--- src/rtl/log_unpacked_to_linear_pipe_pkg.sv ---
`default_nettype none
// ============================================================================
// Package : LogLinearDef
// Brief   : Derived widths, ROM-entry generator and stage payload for the
//           log-to-linear converter.
// Rev     : 1.0  initial release
// ============================================================================
package LogLinearDef;

  function automatic int getSignedExponentBits(input int width, input int ls);
    return $clog2(((width - 2) << ls) + 1) + 1;
  endfunction

  function automatic int getFractionBits(input int width, input int ls);
    return width - 3 - ls;
  endfunction

  function automatic longint unsigned isqrt(input longint unsigned x);
    longint unsigned rem  = x;
    longint unsigned res  = 64'd0;
    longint unsigned bitv = 64'd1 << 62;
    while (bitv > rem) bitv = bitv >> 2;
    while (bitv != 64'd0) begin
      if (rem >= res + bitv) begin
        rem = rem - (res + bitv);
        res = (res >> 1) + bitv;
      end else begin
        res = res >> 1;
      end
      bitv = bitv >> 2;
    end
    return res;
  endfunction

  // round(2^(i/2^f) * 2^lut_frac), built from repeated square roots of 2 in Q30
  function automatic int lutEntry(input int i, input int f, input int lut_frac);
    longint unsigned root = 64'd2 << 30;
    longint unsigned acc  = 64'd1 << 30;
    for (int k = 1; k <= f; k++) begin
      root = isqrt(root << 30);
      if (((i >> (f - k)) & 1) != 0) acc = (acc * root + (64'd1 << 29)) >> 30;
    end
    return int'((acc + (64'd1 << (29 - lut_frac))) >> (30 - lut_frac));
  endfunction

  localparam int c_width    = 8;
  localparam int c_ls       = 1;
  localparam int c_m        = getSignedExponentBits(c_width, c_ls);
  localparam int c_f        = getFractionBits(c_width, c_ls);
  localparam int c_lut_frac = c_f + 4;
  localparam int c_acc_int  = 8;
  localparam int c_acc_frac = 8;
  localparam int c_out_w    = c_acc_int + c_acc_frac;
  localparam int c_mant_w   = c_lut_frac + 1;
  localparam int c_sh_w     = c_m + $clog2(c_acc_frac + c_lut_frac + 1) + 1;

  typedef struct packed {
    logic                     valid;
    logic                     sign;
    logic                     is_inf;
    logic                     is_zero;
    logic signed [c_sh_w-1:0] sh;
    logic [c_mant_w-1:0]      mant;
  } stage_t;

endpackage
`default_nettype wire

--- src/rtl/log_unpacked_to_linear_pipe_if.sv ---
`default_nettype none
// ============================================================================
// Interface : log_unpacked_to_linear_pipe_if
// Brief     : Input and output streams of the log-to-linear converter.
// Rev       : 1.0  initial release
// ============================================================================
interface log_unpacked_to_linear_pipe_if
  import LogLinearDef::*;
#(
  parameter int M     = c_m,
  parameter int F     = c_f,
  parameter int OUT_W = c_out_w
);
  logic                in_valid;
  logic                in_ready;
  logic                in_sign;
  logic                in_isInf;
  logic                in_isZero;
  logic signed [M-1:0] in_signedLogExp;
  logic [F-1:0]        in_logFrac;
  logic                out_valid;
  logic                out_ready;
  logic [OUT_W-1:0]    out_data;
  logic                out_sat;

  modport master (
    output in_valid, in_sign, in_isInf, in_isZero, in_signedLogExp, in_logFrac, out_ready,
    input  in_ready, out_valid, out_data, out_sat
  );

  modport slave (
    input  in_valid, in_sign, in_isInf, in_isZero, in_signedLogExp, in_logFrac, out_ready,
    output in_ready, out_valid, out_data, out_sat
  );
endinterface
`default_nettype wire

--- src/rtl/log_unpacked_to_linear_pipe_lut.sv ---
`default_nettype none
// ============================================================================
// Module : log_frac_pow2_lut
// Brief  : Combinational ROM returning 2^(idx/2^F) with LUT_FRAC fraction bits.
// Rev    : 1.0  initial release
// ============================================================================
module log_frac_pow2_lut
  import LogLinearDef::*;
#(
  parameter int F        = c_f,
  parameter int LUT_FRAC = F + 4
) (
  input  wire logic [F-1:0]    i_idx,
  output logic      [LUT_FRAC:0] o_mant
);
  logic [LUT_FRAC:0] w_table [0:(1 << F) - 1];

  for (genvar i = 0; i < (1 << F); i++) begin : g_rom
    localparam int c_val = lutEntry(i, F, LUT_FRAC);
    assign w_table[i] = c_val[LUT_FRAC:0];
  end

  assign o_mant = w_table[i_idx];
endmodule
`default_nettype wire

--- src/rtl/log_unpacked_to_linear_pipe.sv ---
`default_nettype none
// ============================================================================
// Module : log_unpacked_to_linear_pipe
// Brief  : 3-stage unpacked-log to saturating fixed-point linear converter.
// Rev    : 1.0  initial release
// ============================================================================
module log_unpacked_to_linear_pipe
  import LogLinearDef::*;
#(
  parameter int WIDTH    = c_width,
  parameter int LS       = c_ls,
  parameter int LUT_FRAC = getFractionBits(WIDTH, LS) + 4,
  parameter int ACC_INT  = c_acc_int,
  parameter int ACC_FRAC = c_acc_frac
) (
  input  wire logic                   clock,
  input  wire logic                   reset,
  log_unpacked_to_linear_pipe_if.slave bus
);
  localparam int c_exp_w  = getSignedExponentBits(WIDTH, LS);
  localparam int c_frac_w = getFractionBits(WIDTH, LS);
  localparam int c_mnt_w  = LUT_FRAC + 1;
  localparam int c_res_w  = ACC_INT + ACC_FRAC;
  localparam int c_shw    = c_exp_w + $clog2(ACC_FRAC + LUT_FRAC + 1) + 1;
  localparam int c_wide_w = c_mnt_w + c_res_w;
  localparam logic [c_wide_w-1:0] c_max_wide = {{(c_mnt_w + 1){1'b0}}, {(c_res_w - 1){1'b1}}};
  localparam logic [c_res_w-1:0]  c_max_res  = {1'b0, {(c_res_w - 1){1'b1}}};

  logic                      w_advance;
  logic                      r_s1_valid;
  logic                      r_s1_sign;
  logic                      r_s1_inf;
  logic                      r_s1_zero;
  logic signed [c_exp_w-1:0] r_s1_exp;
  logic [c_frac_w-1:0]       r_s1_frac;
  logic [c_mnt_w-1:0]        w_mant;
  logic signed [c_shw-1:0]   w_sh;
  stage_t                    w_s2_next;
  stage_t                    r_s2;
  logic [c_wide_w-1:0]       w_mag;
  logic [c_shw-1:0]          w_rsh;
  logic                      w_big;
  logic                      w_ovf;
  logic [c_res_w-1:0]        w_res_mag;
  logic [c_res_w-1:0]        w_res;
  logic                      w_sat;
  logic                      r_out_valid;
  logic [c_res_w-1:0]        r_out_data;
  logic                      r_out_sat;

  // The whole pipe moves as one: any stall at the output freezes every stage.
  assign w_advance     = !r_out_valid || bus.out_ready;
  assign bus.in_ready  = w_advance;
  assign bus.out_valid = r_out_valid;
  assign bus.out_data  = r_out_data;
  assign bus.out_sat   = r_out_sat;

  always_ff @(posedge clock or posedge reset) begin
    if (reset) begin
      r_s1_valid <= 1'b0;
      r_s1_sign  <= 1'b0;
      r_s1_inf   <= 1'b0;
      r_s1_zero  <= 1'b0;
      r_s1_exp   <= '0;
      r_s1_frac  <= '0;
    end else if (w_advance) begin
      r_s1_valid <= bus.in_valid;
      r_s1_sign  <= bus.in_sign;
      r_s1_inf   <= bus.in_isInf;
      r_s1_zero  <= bus.in_isZero;
      r_s1_exp   <= bus.in_signedLogExp;
      r_s1_frac  <= bus.in_logFrac;
    end
  end

  log_frac_pow2_lut #(
    .F        (c_frac_w),
    .LUT_FRAC (LUT_FRAC)
  ) u_lut (
    .i_idx  (r_s1_frac),
    .o_mant (w_mant)
  );

  assign w_sh = c_shw'(r_s1_exp) + c_shw'(ACC_FRAC) - c_shw'(LUT_FRAC);

  always_comb begin
    w_s2_next         = '0;
    w_s2_next.valid   = r_s1_valid;
    w_s2_next.sign    = r_s1_sign;
    w_s2_next.is_inf  = r_s1_inf;
    w_s2_next.is_zero = r_s1_zero;
    w_s2_next.sh      = w_sh;
    w_s2_next.mant    = w_mant;
  end

  always_ff @(posedge clock or posedge reset) begin
    if (reset) begin
      r_s2 <= '0;
    end else if (w_advance) begin
      r_s2 <= w_s2_next;
    end
  end

  // mant has its top bit set, so any left shift reaching the sign position overflows.
  always_comb begin
    w_mag = '0;
    w_rsh = '0;
    w_big = 1'b0;
    if (!r_s2.sh[c_shw-1]) begin
      if (r_s2.sh > c_shw'(c_res_w - 1)) begin
        w_big = 1'b1;
      end else begin
        w_mag = c_wide_w'(r_s2.mant) << r_s2.sh;
      end
    end else begin
      w_rsh = -r_s2.sh;
      if (w_rsh < c_shw'(LUT_FRAC + 2)) begin
        w_mag = (c_wide_w'(r_s2.mant) + (c_wide_w'(1) << (w_rsh - c_shw'(1)))) >> w_rsh;
      end
    end
  end

  assign w_ovf = w_big || (w_mag > c_max_wide);

  always_comb begin
    w_sat     = 1'b0;
    w_res_mag = w_mag[c_res_w-1:0];
    if (r_s2.is_inf || w_ovf) begin
      w_sat     = 1'b1;
      w_res_mag = c_max_res;
    end
    if (r_s2.is_zero && !r_s2.is_inf) begin
      w_sat     = 1'b0;
      w_res_mag = '0;
    end
    w_res = r_s2.sign ? -w_res_mag : w_res_mag;
  end

  always_ff @(posedge clock or posedge reset) begin
    if (reset) begin
      r_out_valid <= 1'b0;
      r_out_data  <= '0;
      r_out_sat   <= 1'b0;
    end else if (w_advance) begin
      r_out_valid <= r_s2.valid;
      r_out_data  <= w_res;
      r_out_sat   <= w_sat;
    end
  end
endmodule
`default_nettype wire

--- src/flat_wrapper.sv ---
// flat-port wrapper written by rule: the top's interface ports become plain ports
module log_unpacked_to_linear_pipe_flat import LogLinearDef::*;
#(
  parameter int WIDTH    = c_width,
  parameter int LS       = c_ls,
  parameter int LUT_FRAC = getFractionBits(WIDTH, LS) + 4,
  parameter int ACC_INT  = c_acc_int,
  parameter int ACC_FRAC = c_acc_frac
)
  (clock, reset, bus_in_valid, bus_in_sign, bus_in_isInf, bus_in_isZero, bus_in_signedLogExp, bus_in_logFrac, bus_out_ready, bus_in_ready, bus_out_valid, bus_out_data, bus_out_sat);
  log_unpacked_to_linear_pipe_if #(.M(c_m), .F(c_f), .OUT_W(c_out_w)) bus_i ();
  input  wire logic clock;
  input  wire logic reset;
  input wire logic [$bits(bus_i.in_valid)-1:0] bus_in_valid;
  input wire logic [$bits(bus_i.in_sign)-1:0] bus_in_sign;
  input wire logic [$bits(bus_i.in_isInf)-1:0] bus_in_isInf;
  input wire logic [$bits(bus_i.in_isZero)-1:0] bus_in_isZero;
  input wire logic [$bits(bus_i.in_signedLogExp)-1:0] bus_in_signedLogExp;
  input wire logic [$bits(bus_i.in_logFrac)-1:0] bus_in_logFrac;
  input wire logic [$bits(bus_i.out_ready)-1:0] bus_out_ready;
  output wire logic [$bits(bus_i.in_ready)-1:0] bus_in_ready;
  output wire logic [$bits(bus_i.out_valid)-1:0] bus_out_valid;
  output wire logic [$bits(bus_i.out_data)-1:0] bus_out_data;
  output wire logic [$bits(bus_i.out_sat)-1:0] bus_out_sat;
  assign bus_i.in_valid = bus_in_valid;
  assign bus_i.in_sign = bus_in_sign;
  assign bus_i.in_isInf = bus_in_isInf;
  assign bus_i.in_isZero = bus_in_isZero;
  assign bus_i.in_signedLogExp = bus_in_signedLogExp;
  assign bus_i.in_logFrac = bus_in_logFrac;
  assign bus_i.out_ready = bus_out_ready;
  assign bus_in_ready = bus_i.in_ready;
  assign bus_out_valid = bus_i.out_valid;
  assign bus_out_data = bus_i.out_data;
  assign bus_out_sat = bus_i.out_sat;
  log_unpacked_to_linear_pipe #(.WIDTH(WIDTH), .LS(LS), .LUT_FRAC(LUT_FRAC), .ACC_INT(ACC_INT), .ACC_FRAC(ACC_FRAC)) u_core (.clock(clock), .reset(reset), .bus(bus_i));
endmodule
--- config.mk ---
export PLATFORM = sky130hd
export DESIGN_NAME = log_unpacked_to_linear_pipe_flat
export DESIGN_NICKNAME = d
export VERILOG_FILES = /design/src/rtl/log_unpacked_to_linear_pipe_pkg.sv /design/src/rtl/log_unpacked_to_linear_pipe_if.sv /design/src/rtl/log_unpacked_to_linear_pipe_lut.sv /design/src/rtl/log_unpacked_to_linear_pipe.sv /design/src/flat_wrapper.sv
export SDC_FILE = /design/constraint.sdc
export NUM_CORES = 1
export LEC_CHECK = 0
export CAP_MARGIN = 20
export CORE_MARGIN = 2
export CORE_UTILIZATION = 65
export CTS_CLUSTER_DIAMETER = 60
export DETAILED_ROUTE_END_ITERATION = 10
export HOLD_SLACK_MARGIN = 0.03
export PLACE_DENSITY_LB_ADDON = 0.3
export SLEW_MARGIN = 40
export SYNTH_ARGS = -nofsm -noshare
export SYNTH_HDL_FRONTEND = slang
export SYNTH_SLANG_ARGS = --single-unit
--- constraint.sdc ---
create_clock -name clock -period 13.05 [get_ports clock]
set_clock_uncertainty 0.05 [all_clocks]
set_input_delay 1.9575 -clock clock [delete_from_list [all_inputs] [get_ports clock]]
set_output_delay 1.9575 -clock clock [all_outputs]
set_load 0.01 [all_outputs]
==> metrics.md, run 1 <==
| Metric | Value |
|---|---|
| Fin crit share | `0.542` |
| Slew Viols, Final | `0` |
| Post-Layout Cell Count | `771` |
| Postcts setup bufs | `0` |
| Final #Nets | `between 700 and 800` |
| DRT iter0 DRCs | `~600` |
| Die Area | `8390 sq um` |
| Hold slack | `around 420 ps` |
| Post_cts resized | `0` |
| Post-Synthesis Cells | `around 670` |
| WL final | `between 10000 and 15000 microns` |
| CTS buffer count | `5` |
| Met2 usage in global routing | `0.546` |
| Synthesized area per cell | `~7.4 sq um` |
| Later-pin clock latency in the skew report | `~330 ps` |
| Ys flop type | `dfrtp_1` |
| Global-route wire length before repair | `23100 microns` |
| Max Fanout on Critical Path | `56` |
| Max VDD drop | `0.000143 V` |
| Drc violations | `0` |
| WL/cell | `17.8 microns` |
| Leak | `2.15 nW` |
| Max-cap violation count | `0` |
| Global route overflow | `0` |
| Final setup viols | `0` |
| Crit-path slowest cell | `ha_1` |
| Grt met1 use | `0.463` |
| Setup_tns | `0 ps` |
| Via count | `5185` |
| Total track usage | `0.337` |
| PortBufs | `34` |
| Initial DRT Pass Iterations | `6` |
| Minimum clock period | `between 7000 and 8000 ps` |
| GP Congestion | `approximately 0.96` |
| RSZ-0062 raised after global routing | `false` |
| Post-DR vias/cell | `6.73` |
| Total power draw | `between 1 and 1.5 mW` |
| Synth area leader | `dfrtp_1` |
| # diodes | `0` |
| Post-synth EDFFs | `0` |
| Fraction of layout cells with a size suffix above 1 | `0.0670` |
| Status | `complete, no violations` |
| Num Clock Sinks | `approximately 50` |
| Hold Crit Start | `u_core.r_s2[23]` |
| Library cells used by synthesis | `81` |
| Seq/Total Area, Yosys | `0.256` |
| Initial Util | `0.681` |
| Mapped Area | `4990 sq um` |
| Area fraction of the dominant cell type after synthesis | `0.256` |
| Post-route ant nets | `0` |
| Die height | `~92 microns` |
| HPWL after DPL | `between 10000 and 15000 microns` |
| Critical path class | `reg -> reg` |
| Relative slew margins | `0.528` |
| Fmax | `between 100 and 150 MHz` |
| Largest net degree at the start of global routing | `57` |
| Worst r2r src | `u_core.r_s2[9]` |
| Hold_buf cts | `0` |
| Core area | `around 7300 sq um` |
| Commonest non-fill, non-tap cell in the layout | `nand2_1` |
| Commonest cells after routing, fill and taps aside | `118 x nand2_1, 66 x nor2_1, 50 x dfrtp_1` |
| CP Launch Point | `u_core.r_s2[9]` |
| H-Tree Level Count | `2` |
| Min-Delay Path Class | `reg -> reg` |
| Rows | `31` |
| Critical Path End Type | `flip-flop` |
| GR peak layer | `met2` |
| IO Pins | `35` |
| Die X | `between 90 and 100 microns` |
| GR Layer Usage met3 | `0.0509` |
| Post-Syn Nets | `a little over 700` |
| Pwr dens | `roughly 250 nW/um^2` |
| Yosys warns | `0` |
| Number of antenna violations at the first check in global routing | `0` |
| DP Cell Count | `between 700 and 800` |
| Fin. Hold Viols | `0` |
| Worst setup SP type | `flip-flop` |
| Reg2reg setup slack | `5970 ps` |
| Critical Path AT | `roughly 7200 ps` |
| Yosys reg bits | `approximately 50` |
| Slowest cell delay on critical path | `slightly above 600 ps` |
| Clock Pin Slew Worst Setup and Hold Paths | `roughly 110 ps` |
| Number of global-route vias before repair | `~4700` |
| Critical path required time | `around 13000 ps` |
| Area added between synthesis and finish | `8.53%` |
| Clk Tree Root Cell | `clkbuf_8` |
| Worst Max-Slew Pin Slew | `between 700 and 800 ps` |
| CTS max path bufs | `2` |
| Util after Layout | `0.739` |
| Asr flop ratio synth | `1.00` |
| CTS tree | `done` |
| Ranking of synthesized cells by area | `dfrtp_1 26%, nand2_1 8.9%, ha_1 5.3%` |
[metrics by stage]
stage               setup slack [ps]  instance area, sq um
global route                    5310                  5420
CTS                             6080                  5410
global placement                6430                  5290
floorplan                       6950                  4990
detailed placement              6100                  5320
finish                          5970                  5420
[worst paths after layout]
path                                           end  depth (start not counted)
min                                u_core.r_s2[23]                          2
min in group asynchronous         u_core.r_s1_zero                          2
min reg2reg                        u_core.r_s2[23]                          2
max                        u_core.bus.out_data[14]                         30
max reg2reg                u_core.bus.out_data[14]                         30
max in group asynchronous          u_core.r_s2[10]                          2
[synthesized netlist by cell type (3+ instances only)]
master and count:
mux2i_1 9, o211ai_1 8, nor2b_1 9, nor2_1 66, nand3b_1 3, a41oi_1 4, dfrtp_1 51, buf_2 11
a211oi_1 8, nand3_1 19, a21boi_0 3, o21ai_1 8, and3_1 8, a21oi_1 47, or4_1 3, nor3_1 20
a32oi_1 5, buf_1 4, a31o_2 5, inv_1 20, o21bai_1 3, o31ai_1 10, nor4_1 8, o221ai_1 3
and2_1 6, nor4b_1 3, xnor2_1 12, nand4_1 3, nand2b_1 10, xor2_1 14, mux4_2 4, a31oi_1 6
o21a_1 3, clkbuf_1 28, nand2_1 118, o21ai_0 40, ha_1 21, mux2_2 4, o22ai_1 8
[flip-flops by register name, summed over array words and instances (netlist names)]
signal                flops
u_core.r_s1_exp           5
u_core.bus.out_data      16
u_core.r_s1_sign          1
u_core.bus.out_valid      1
u_core.r_s1_frac          4
u_core.bus.out_sat        1
u_core.r_s1_inf           1
u_core.r_s1_valid         1
u_core.r_s2              20
u_core.r_s1_zero          1
[cells by family after synthesis]
| kind of cell | after synthesis | share of synthesized area |
|---|---|---|
| multiplexers | 17 | 0.0451 |
| XOR/XNOR | 26 | 0.0456 |
| AND/OR/NAND/NOR | 299 | 0.290 |
| AO/OA/AOI/OAI | 188 | 0.249 |
| buffers and inverters | 68 | 0.0577 |
| adder cells (fa/ha/maj) | 22 | 0.0567 |
| flip-flops | 51 | 0.256 |
[critical path, delay by kind of cell (launching register included)]
kind / cells / cell delay [ps]
AO/OA/AOI/OAI: 9 / 2010
AND/OR/NAND/NOR: 10 / 1940
adder cells (fa/ha/maj): 4 / 1390
buffers and inverters: 5 / 990
flip-flops: 1 / 330
XOR/XNOR: 2 / 240
[power by group]
group | leakage, nW | internal (mW) | switching, mW
clock network | 0.0502 | 0.0398 | 0.0599
registers | 0.605 | 0.223 | 0.101
logic | 1.49 | 0.361 | 0.560
total | 2.15 | 0.624 | 0.720
[final cells by class]
class | instances | area (sq um)
clock buffer | 5 | 68.8
sequential | 51 | 1280
tap | 99 | 124
inverter | 22 | 85.1
multi-input combinational | 552 | 3430
clock inverter | 3 | 28.8
timing repair buffer | 39 | 398
fill | 576 | 1920
[metal layers]
layer	wire (microns)	up-vias
met5	0	-
li1	-	2416
met1	5820	2422
met3	1090	51
met2	6440	296
met4	388	0
Note: power is estimated with default switching activity, not from simulation.
==> inputs of run 2 (changes only) <==
--- a/config.mk
+++ b/config.mk
@@ -7,7 +7,7 @@
 export LEC_CHECK = 0
 export CAP_MARGIN = 20
 export CORE_MARGIN = 2
-export CORE_UTILIZATION = 65
+export CORE_UTILIZATION = 55
 export CTS_CLUSTER_DIAMETER = 60
 export DETAILED_ROUTE_END_ITERATION = 10
 export HOLD_SLACK_MARGIN = 0.03
==> constraint.sdc (replaced) <==
create_clock -name clock -period 6.3 [get_ports clock]
set_clock_uncertainty 0.05 [all_clocks]
set_input_delay 0.945 -clock clock [delete_from_list [all_inputs] [get_ports clock]]
set_output_delay 0.945 -clock clock [all_outputs]
set_load 0.01 [all_outputs]
==> run 2 against run 1 <==
Final area increased by 2.1%. Non-clock buffer count is 8 higher. Via count down 2.1%. Critical path type unchanged. Critical endpoint is now u_core.bus.out_data[9].
==> metrics.md, run 2 (same netlist as run 1, synthesis figures left out) <==
| Metric | Value |
|---|---|
| Post-DP Area | `5380 sq um (+1.1%)` |
| Global-route wire length before repair | `23800 microns (+3.2%)` |
| Fin crit share | `0.921 (+0.379)` |
| CTS max path bufs | `2 (unchanged)` |
| RSZ-0062 raised after global routing | `false` |
| Final #Nets | `717 (+1.1%)` |
| FF+latch area | `1280 sq um (about the same)` |
| Number of global-route vias before repair | `4716 (-0.30%)` |
| Setup_tns | `0 ps (unchanged)` |
| Worst path cell trace | `buf_4 > or4_4 > o22a_1 > o31ai_1 > nor3_2 > nand2_1 > nor2_1 > ha_1 > inv_1 > fa_1 > nor2b_1 > o211ai_1 > nand3_1 > nand3_1 > a21oi_1 > nor4_1 > a211oi_2 > nor3_1 > a31oi_1 > xnor2_1 > a21oi_1` |
| Core area | `8760 sq um (+20%)` |
| H-Tree Level Count | `2 (unchanged)` |
| Multi-input logic area | `3470 sq um (+1.1%)` |
| DRT iter0 DRCs | `427 (-28%)` |
| Status | `complete, no violations` |
| Reg2reg setup slack | `500 ps (-5480 ps)` |
| Fin. Hold Viols | `0 (unchanged)` |
| Max-cap violation count | `0 (unchanged)` |
| Worst setup SP type | `flip-flop` |
| Post-Layout Cell Count | `788 (+2.2%)` |
| Critical Path AT | `5930 ps (-1290 ps)` |
| Final Instance Area | `5530 sq um (+2.1%)` |
| Num Clock Sinks | `51 (unchanged)` |
| Cells on Worst Hold Path | `2 (unchanged)` |
| Worst Max-Slew Pin Slew | `812 ps (+105 ps)` |
| R2R depth | `21 (-30%)` |
| Max Fanout on Critical Path | `31 (-45%)` |
| CP Launch Point | `u_core.r_s2[9]` |
| Die height | `99.3 microns (+8.3%)` |
| Rows | `34 (+9.7%)` |
| Critical Path End Type | `flip-flop` |
| CP bufs+invs | `2 (-3)` |
| Min-Delay Path Class | `reg -> reg` |
| Die X | `99.3 microns (+8.3%)` |
| Die Area | `9850 sq um (+17%)` |
| Max reg flops | `20 (unchanged)` |
| Crit-path slowest cell | `or4_4` |
| Critical path class | `reg -> reg` |
| Final worst slack | `496 ps (-5480 ps)` |
| IO Pins | `35 (unchanged)` |
| Metal1 wirelength | `6420 microns (+10%)` |
| Fillers | `790 (+37%)` |
| Slew Viols, Final | `0 (unchanged)` |
| Clk Tree Root Cell | `clkbuf_8` |
| Commonest non-fill, non-tap cell in the layout | `nand2_1` |
| Pwr dens | `521 nW/um^2 (+110%)` |
| Clock Pin Slew Worst Setup and Hold Paths | `100 ps (about the same)` |
| Initial Util | `0.569 (-0.111)` |
| WHS Endpoint | `u_core.r_s2[21]` |
| Total track usage | `0.294 (-0.0434)` |
| Global route overflow | `0 (unchanged)` |
| Util after Layout | `0.631 (-0.108)` |
| Initial DRT Pass Iterations | `5 (-1)` |
| Delay-heaviest family, CP | `simple AND/OR/NAND/NOR gates` |
| CTS tree | `done` |
| WL final | `14000 microns (+2.2%)` |
| PortBufs | `34 (unchanged)` |
| GP Congestion | `1.01 (+5.7%)` |
| # diodes | `0 (unchanged)` |
| Drc violations | `0 (unchanged)` |
| Post-route ant nets | `0 (unchanged)` |
| Critical path required time | `6430 ps (-6770 ps)` |
| WL/cell | `17.8 microns (about the same)` |
| Metal2 WL | `6320 microns (-1.8%)` |
| Hold Crit Start | `u_core.r_s1_inf` |
| Max Used Layer | `met4` |
| Met3 wire length | `898 microns (-17%)` |
| Commonest cells after routing, fill and taps aside | `118 x nand2_1, 65 x nor2_1, 51 x dfrtp_1` |
| Relative slew margins | `0.457 (-0.0711)` |
| Minimum clock period | `5800 ps (-1270 ps)` |
| Placement Setup Slack | `424 ps (-5680 ps)` |
| Hold_buf cts | `0 (unchanged)` |
| Area added between synthesis and finish | `10.8%` |
| Fraction of layout cells with a size suffix above 1 | `0.0868 (+0.0198)` |
| Post_cts resized | `0 (unchanged)` |
| Largest net degree at the start of global routing | `53 (-7.0%)` |
| Post-DR vias/cell | `6.44 (-4.3%)` |
| Worst r2r src | `u_core.r_s2[9]` |
| Final setup viols | `0 (unchanged)` |
| CTS buffer count | `5 (unchanged)` |
| Leak | `2.19 nW (+2.1%)` |
| Top reg by flops | `u_core.r_s2` |
| Max VDD drop | `0.000213 V (+49%)` |
| DP Cell Count | `780 (+2.2%)` |
| Total power draw | `2.88 mW (+110%)` |
| Number of antenna violations at the first check in global routing | `0 (unchanged)` |
| Via count | `5074 (-2.1%)` |
| Postcts setup bufs | `0 (unchanged)` |
| Fmax | `172 MHz (+22%)` |
| Slowest cell delay on critical path | `580 ps (-30 ps)` |
| Hold slack | `431 ps (+7.88 ps)` |
| HPWL after DPL | `10500 microns (+2.3%)` |
| Later-pin clock latency in the skew report | `310 ps (-20 ps)` |
| R2r endpoint | `u_core.bus.out_data[9]` |
==> run 2: worst max-delay path by stage <==
stage,endpoint,slack [ps],cells past startpoint
4_1_cts,u_core.bus.out_data[14],420,29
3_5_place_dp,u_core.bus.out_data[14],420,29
5_1_grt,u_core.bus.out_data[10],40,29
6_report,u_core.bus.out_data[9],500,21
2_1_floorplan,u_core.bus.out_data[7],200,30
3_3_place_gp,u_core.bus.out_data[15],590,26
==> run 2: per-layer routing <==
layer  up-vias  global-route usage
met5         -                   0
met3        34              0.0358
li1       2429                   -
met1      2397               0.435
met4         0              0.0938
met2       214               0.448
==> run 2: tightest hold or removal path, delay by kind of cell, from the launching register on <==
kind / cells / cell delay [ps]
and+or+nand+nor: 2 / 100
DFF: 1 / 350
==> run 2: report_power, final <==
group	internal (mW)	switching, mW	total (mW)
Sequential	0.462	0.199	0.660
Clock	0.120	0.120	0.240
Combinational	0.785	1.19	1.98
Total	1.37	1.51	2.88
==> run 2: layout make-up <==
cell class,instances,share of cell area
flip-flops and latches,51,0.231
multi-input cells,552,0.628
repair buffers,47,0.0806
well taps,108,0.0244
inverters,22,0.0154
clock buffers,5,0.0124
clock inverters,3,0.00837
